`src/rtl/nano_mon_pkg.sv`:
```
// nano_mon_pkg: shared FSM encoding and frame constants for the Nano UART monitor
package nano_mon_pkg;
    typedef enum logic [2:0] {
        ST_IDLE,
        ST_CAPT,
        ST_TX_SYNC,
        ST_TX_DATA,
        ST_TX_CSUM,
        ST_FIN
    } state_t;
    localparam int FRAME_BYTES = 18;
    localparam int SEL_CODES = 8;
    localparam logic [7:0] SYNC_BYTE_DEF = 8'hA5;
endpackage

```
`src/rtl/uart_tx_byte.sv`:
```
// uart_tx_byte: 8N1 byte serialiser; accepts a new byte in the last stop-bit cycle for gapless chaining
module uart_tx_byte #(
    parameter int CLKS_PER_BIT = 163
) (
    input  logic       clk_i,
    input  logic       nrst_i,
    input  logic       load_i,
    input  logic [7:0] data_i,
    output logic       txd_o,
    output logic       ready_o
);
    localparam int BW = $clog2(CLKS_PER_BIT);
    logic          act_q, act_d;
    logic          txd_q, txd_d;
    logic [BW-1:0] baud_q, baud_d;
    logic [3:0]    bit_q, bit_d;
    logic [7:0]    sh_q, sh_d;
    logic          last;
    assign last    = baud_q == BW'(CLKS_PER_BIT - 1);
    assign ready_o = !act_q || (last && bit_q == 4'd9);
    assign txd_o   = txd_q;
    // bit timing: start bit on load, data shifted out LSB first, ones shifted in become the stop bit
    always_comb begin
        act_d  = act_q;
        txd_d  = txd_q;
        baud_d = baud_q;
        bit_d  = bit_q;
        sh_d   = sh_q;
        if (load_i && ready_o) begin
            act_d  = 1'b1;
            txd_d  = 1'b0;
            sh_d   = data_i;
            bit_d  = 4'd0;
            baud_d = '0;
        end else if (act_q) begin
            baud_d = last ? '0 : baud_q + 1'b1;
            if (last) begin
                if (bit_q == 4'd9) begin
                    act_d = 1'b0;
                    txd_d = 1'b1;
                end else begin
                    txd_d = sh_q[0];
                    sh_d  = {1'b1, sh_q[7:1]};
                    bit_d = bit_q + 4'd1;
                end
            end
        end
    end
    // serialiser state register, line idles high
    always_ff @(posedge clk_i or negedge nrst_i) begin
        if (!nrst_i) begin
            act_q  <= 1'b0;
            txd_q  <= 1'b1;
            baud_q <= '0;
            bit_q  <= 4'd0;
            sh_q   <= 8'd0;
        end else begin
            act_q  <= act_d;
            txd_q  <= txd_d;
            baud_q <= baud_d;
            bit_q  <= bit_d;
            sh_q   <= sh_d;
        end
    end
endmodule

```
`src/rtl/nano_mon_uart.sv`:
```
// nano_mon_uart: walks OUT_CTRL through all codes, snapshots OUT8B/OUT4B and sends them as one UART frame
module nano_mon_uart
    import nano_mon_pkg::*;
#(
    parameter int         CLKS_PER_BIT = 163,
    parameter logic [7:0] SYNC_BYTE    = SYNC_BYTE_DEF
) (
    input  logic       clk_i,
    input  logic       nrst_i,
    input  logic       start_i,
    input  logic       auto_en_i,
    input  logic [7:0] d8_i,
    input  logic [3:0] d4_i,
    output logic [2:0] sel_o,
    output logic       txd_o,
    output logic       busy_o,
    output logic       done_o
);
    state_t      state_q, state_d;
    logic [3:0]  cnt_q, cnt_d;
    logic [4:0]  idx_q, idx_d;
    logic [7:0]  csum_q, csum_d;
    logic [11:0] snap_q [SEL_CODES];
    logic [7:0]  tx_byte, data_byte;
    logic        tx_load, tx_ready;
    logic [3:0]  dk;
    logic [2:0]  ds;
    logic [11:0] de;
    assign busy_o    = state_q != ST_IDLE && state_q != ST_FIN;
    assign done_o    = state_q == ST_FIN;
    assign sel_o     = state_q == ST_CAPT ? cnt_q[3:1] : 3'd0;
    assign dk        = idx_q[3:0] - 4'd1;
    assign ds        = dk[3:1];
    assign de        = snap_q[ds];
    assign data_byte = dk[0] ? {1'b0, ds, de[3:0]} : de[11:4];
    // frame sequencing: capture walk, then sync/data/checksum bytes fed whenever the serialiser is ready
    always_comb begin
        state_d = state_q;
        cnt_d   = cnt_q;
        idx_d   = idx_q;
        csum_d  = csum_q;
        tx_byte = data_byte;
        tx_load = 1'b0;
        case (state_q)
            ST_IDLE: begin
                state_d = start_i ? ST_CAPT : ST_IDLE;
                cnt_d   = 4'd0;
            end
            ST_CAPT: begin
                cnt_d = cnt_q + 4'd1;
                if (cnt_q == 4'd15) begin
                    state_d = ST_TX_SYNC;
                    idx_d   = 5'd0;
                    csum_d  = 8'd0;
                end
            end
            ST_TX_SYNC: begin
                tx_byte = SYNC_BYTE;
                tx_load = tx_ready;
                if (tx_ready) begin
                    idx_d   = 5'd1;
                    state_d = ST_TX_DATA;
                end
            end
            ST_TX_DATA: begin
                tx_load = tx_ready;
                if (tx_ready) begin
                    csum_d  = csum_q ^ data_byte;
                    idx_d   = idx_q + 5'd1;
                    state_d = idx_q == 5'(FRAME_BYTES - 2) ? ST_TX_CSUM : ST_TX_DATA;
                end
            end
            ST_TX_CSUM: begin
                tx_byte = csum_q;
                tx_load = tx_ready && idx_q == 5'(FRAME_BYTES - 1);
                if (tx_ready) begin
                    idx_d   = 5'(FRAME_BYTES);
                    state_d = idx_q == 5'(FRAME_BYTES) ? ST_FIN : ST_TX_CSUM;
                end
            end
            ST_FIN: begin
                state_d = (start_i || auto_en_i) ? ST_CAPT : ST_IDLE;
                cnt_d   = 4'd0;
            end
            default: state_d = ST_IDLE;
        endcase
    end
    // control registers
    always_ff @(posedge clk_i or negedge nrst_i) begin
        if (!nrst_i) begin
            state_q <= ST_IDLE;
            cnt_q   <= 4'd0;
            idx_q   <= 5'd0;
            csum_q  <= 8'd0;
        end else begin
            state_q <= state_d;
            cnt_q   <= cnt_d;
            idx_q   <= idx_d;
            csum_q  <= csum_d;
        end
    end
    // snapshot latch on the second cycle of each selector code, after the bus has settled
    always_ff @(posedge clk_i or negedge nrst_i) begin
        if (!nrst_i) begin
            for (int i = 0; i < SEL_CODES; i++) snap_q[i] <= 12'd0;
        end else if (state_q == ST_CAPT && cnt_q[0]) begin
            snap_q[cnt_q[3:1]] <= {d8_i, d4_i};
        end
    end
    uart_tx_byte #(
        .CLKS_PER_BIT(CLKS_PER_BIT)
    ) u_tx (
        .clk_i  (clk_i),
        .nrst_i (nrst_i),
        .load_i (tx_load),
        .data_i (tx_byte),
        .txd_o  (txd_o),
        .ready_o(tx_ready)
    );
endmodule

```
`config.mk`:
```
export PLATFORM = sky130hd
export DESIGN_NAME = nano_mon_uart
export DESIGN_NICKNAME = d
export VERILOG_FILES = /design/src/rtl/nano_mon_pkg.sv /design/src/rtl/uart_tx_byte.sv /design/src/rtl/nano_mon_uart.sv
export SDC_FILE = /design/constraint.sdc
export NUM_CORES = 1
export LEC_CHECK = 0
export CORE_AREA = 10 10 115 117
export CTS_BUF_LIST = sky130_fd_sc_hd__clkbuf_16
export CTS_CLUSTER_SIZE = 12
export DETAILED_ROUTE_END_ITERATION = 12
export DIE_AREA = 0 0 125 127
export PLACE_DENSITY = 0.86
export SLEW_MARGIN = 20
export SYNTH_ARGS = -nofsm -noshare
export SYNTH_HDL_FRONTEND = slang
export SYNTH_SLANG_ARGS = --single-unit
```
`constraint.sdc`:
```
create_clock -name clk_i -period 4.7 [get_ports clk_i]
set_clock_uncertainty 0.05 [all_clocks]
set_input_delay 0.47 -clock clk_i [delete_from_list [all_inputs] [get_ports clk_i]]
set_output_delay 0.47 -clock clk_i [all_outputs]
set_load 0.05 [all_outputs]
```
==> results.md <==
* Ranking of synthesized cells by area: dfrtp_1 (49%), mux2_2 (16%), mux4_2 (6.8%), nand2_1 (3.1%), o21ai_0 (2.0%)
* Element type at the critical path start: register
* Netlist cell types at 62
* Max Fanout on Critical Path at 23
* RSZ-0062 raised after global routing: false
* Post-layout nets at 610
* Setup crit end kind: register
* Violation count after the first detailed-routing iteration at 442
* Layout filler cell count at 724
* Overall power consumption at 5.41 mW
* Post-CTS setup buffer count at 0
* I/O pins at 22
* Site row count at 39
* Proportion of register bits with asynchronous set or reset after synthesis at 1.00
* Clock tree from TritonCTS: done
* Die outline area at 15900 um2
* DR vias/cell at 6.51
* Setup CP Type: register to register
* Largest area contributor in the synthesized netlist: dfrtp_1
* Total number of vias at 4814
* Core outline area at 11100 um2
* Worst Hold Class: input pin to async pin
* Number of failing setup endpoints in the final timing report at 0
* Number of placed instances, taps included at 708
* Clock insertion delay at the later pin of the skew report at 420 ps
* Remaining Overflow, GRT at 0
* Share of synthesized area occupied by flip-flops and latches at 0.498
* Starting density of the core at 0.623
* Post-Place Setup Slack at 1300 ps
* Time the worst path needs with I/O delays and setup at 3460 ps
* DPL Wire Length at 10500 um
* Count of buffers from port buffering at 21
* Predominant post-synthesis flop cell: dfrtp_1
* Final worst-path setup slack at 1240 ps
* Post-Syn Area at 6930 um2
* Count of TritonRoute iterations in the first routing pass at 5
* DRC violations left at 0
* Origin of the critical flop-to-flop path: idx_q[0]
* Antenna violations before repair at 0
* Largest vdd supply drop at 371 uV
* Antenna cells at 0
* Area overhead of the layout relative to synthesis at 12.4%
* Die X at 125 um
* Critical path data required time at 4920 ps
* Pin count of the biggest net entering global routing at 96
* Number of hold buffers added after CTS at 0
* Number of failing hold endpoints at the final stage at 0
* Clock buffer count from CTS at 17
* Vias in the first global route at 5072
* Resized cells post-CTS at 0
* Static power due to leakage at 3.43 nW
* Tightest slew margin relative to the limit at 0.381
* Area share of the largest cell type after synthesis at 0.494
* Fraction of layout cells with a size suffix above 1 at 0.278
* EDFF count, synth at 0
* Worst Max-Slew Pin Slew at 926 ps
* Max Fclk at 289 MHz
* Clock Sink Count at 138
* Global Route Usage Sum at 0.206
* Instance count of the mapped netlist at 569
* Final std cells w/o fill at 740
* Number of flip-flops and latches in the synthesized netlist at 138
* Count of max-cap constraint violations at 0
* Post-detailed-routing wire length at 16200 um
* Critical path startpoint: idx_q[0]
* Net count of the mapped netlist at 595
* Power per unit of standard cell area at 695 nW/um2
* Clk pin slew, worst setup/hold paths at 60 ps
* Part of the cycle the worst path needs at 0.735
* Outcome: finished, final reports clean
* Post-route cell area at 7790 um2
* DR WL/cell at 21.8 um
* Final ANT Viol Nets at 0
* Ys Warns at 0
* DIE HEIGHT at 127 um
* Syn_area_per_cell at 12.2 um2
* Critical Path AT at 3680 ps
* Routability cong. at 0.886
* Root Buffer: clkbuf_16
* Buffers from clock root to sink, at most at 2
* Pins over their slew limit at 0
* CTS H-tree lvls at 4
* Post-route setup TNS at 0 ps
* Wire length of the first global-routing pass at 26500 um
* Cell Area, Placed at 7200 um2
[metal layers]
metal / global-route usage / vias to the layer above / share of wire
met5: 0 / - / 0
met1: 0.245 / 2444 / 0.40
met2: 0.360 / 201 / 0.52
met4: 0.0881 / 0 / 0.026
met3: 0.0380 / 44 / 0.051
li1: - / 2125 / -
[cell usage after synthesis (all sizes together) (2+ instances only)]
master and n:
dfrtp 137, mux4 21, a31oi 5, or4 2, mux2i 13, mux2 97, and2b 2, o211a 2
nand3b 3, nand3 13, buf 22, o211ai 2, o31ai 4, and3 9, nand4 4, inv 9
a31o 2, a211oi 7, o22ai 8, a41o 2, a21oi 13, xnor2 4, xor2 5, and2 4
nor2b 3, nand2 57, nor3 4, a21o 3, nand2b 6, nor3b 4, o21ai 28, a211o 2
nor2 31, ha 10, or3 4, clkbuf 8, a22o 2, a221oi 2, a311oi 2
[path summary, 6_finish.rpt]
kind | end | slack [ps] | cells after the start
max reg2reg | u_tx.sh_q[4] | 1240 | 8
min in group clk_i | u_tx.baud_q[7] | 430 | 1
min reg2reg | u_tx.baud_q[7] | 430 | 1
max in group asynchronous | snap_q[58] | 3390 | 2
max | u_tx.sh_q[4] | 1240 | 8
min | u_tx.bit_q[2] | 60 | 1
[per-stage QoR]
step	hold WS, ps	utilization
after CTS	114	0.700
after global placement	406	0.647
final	55.3	0.700
after detailed placement	422	0.647
after global routing	132	0.700
after floorplan	124	-
[registers in the layout, summed over array words and instances, names as in the netlist]
register / count
u_tx.act_q: 1
snap_q: 96
csum_q: 8
u_tx.txd_o: 1
u_tx.bit_q: 4
u_tx.baud_q: 8
idx_q: 5
cnt_q: 4
state_q: 3
u_tx.sh_q: 8
[critical path, cell delays in order (launching register included)]
cell and delay [ps]:
dfrtp_1 790, inv_1 330, ha_1 390, buf_4 400, mux4_2 550, o22ai_1 280
a21oi_1 130, a221oi_1 310, a211oi_1 70
[cell type report]
type | instances | area, um2 | area share
clock buffer | 17 | 425 | 0.0546
clock inverter | 15 | 160 | 0.0206
timing repair buffer | 26 | 249 | 0.0320
sequential | 138 | 3450 | 0.443
inverter | 9 | 33.8 | 0.00434
multi-input combinational | 392 | 3290 | 0.422
tap | 143 | 179 | 0.0230
[logic make-up after synthesis]
| group | count (synthesis) | synth area share |
|---|---|---|
| DFF | 138 | 0.498 |
| AOI/OAI and AO/OA | 94 | 0.0924 |
| muxes | 131 | 0.245 |
| xor gates and xnor gates | 9 | 0.0135 |
| and+or+nand+nor | 148 | 0.104 |
| buffers and inverters | 39 | 0.0287 |
| adders and majority gates | 10 | 0.0180 |
[layout by cell type, fill, tap and decap left out, types with 4 or more instances in the layout]
cell,Yosys,routed
nand2_1,57,57
and2_1,4,4
a31oi_1,4,4
a21oi_1,13,13
clkdlybuf4s50_1,0,20
mux2_2,97,97
inv_1,9,11
or3_1,4,4
clkbuf_16,0,17
a211oi_1,7,7
o31ai_1,4,4
xnor2_1,4,4
mux4_2,21,21
nor2_1,31,30
ha_1,10,10
nand3_1,13,13
o21ai_0,28,28
o22ai_1,8,8
dfrtp_1,137,137
nand4_1,4,4
nand2b_1,5,5
buf_4,6,5
mux2i_1,13,13
and3_1,9,9
clkinv_2,0,5
[power by group]
| group | leakage, nW | internal, mW | switching [mW] | total (mW) |
|---|---|---|---|---|
| logic | 1.43 | 1.04 | 0.936 | 1.98 |
| registers | 1.70 | 1.70 | 0.401 | 2.10 |
| clock network | 0.296 | 0.824 | 0.510 | 1.33 |
| total | 3.43 | 3.57 | 1.85 | 5.41 |
(Power assumes the default switching activity.)
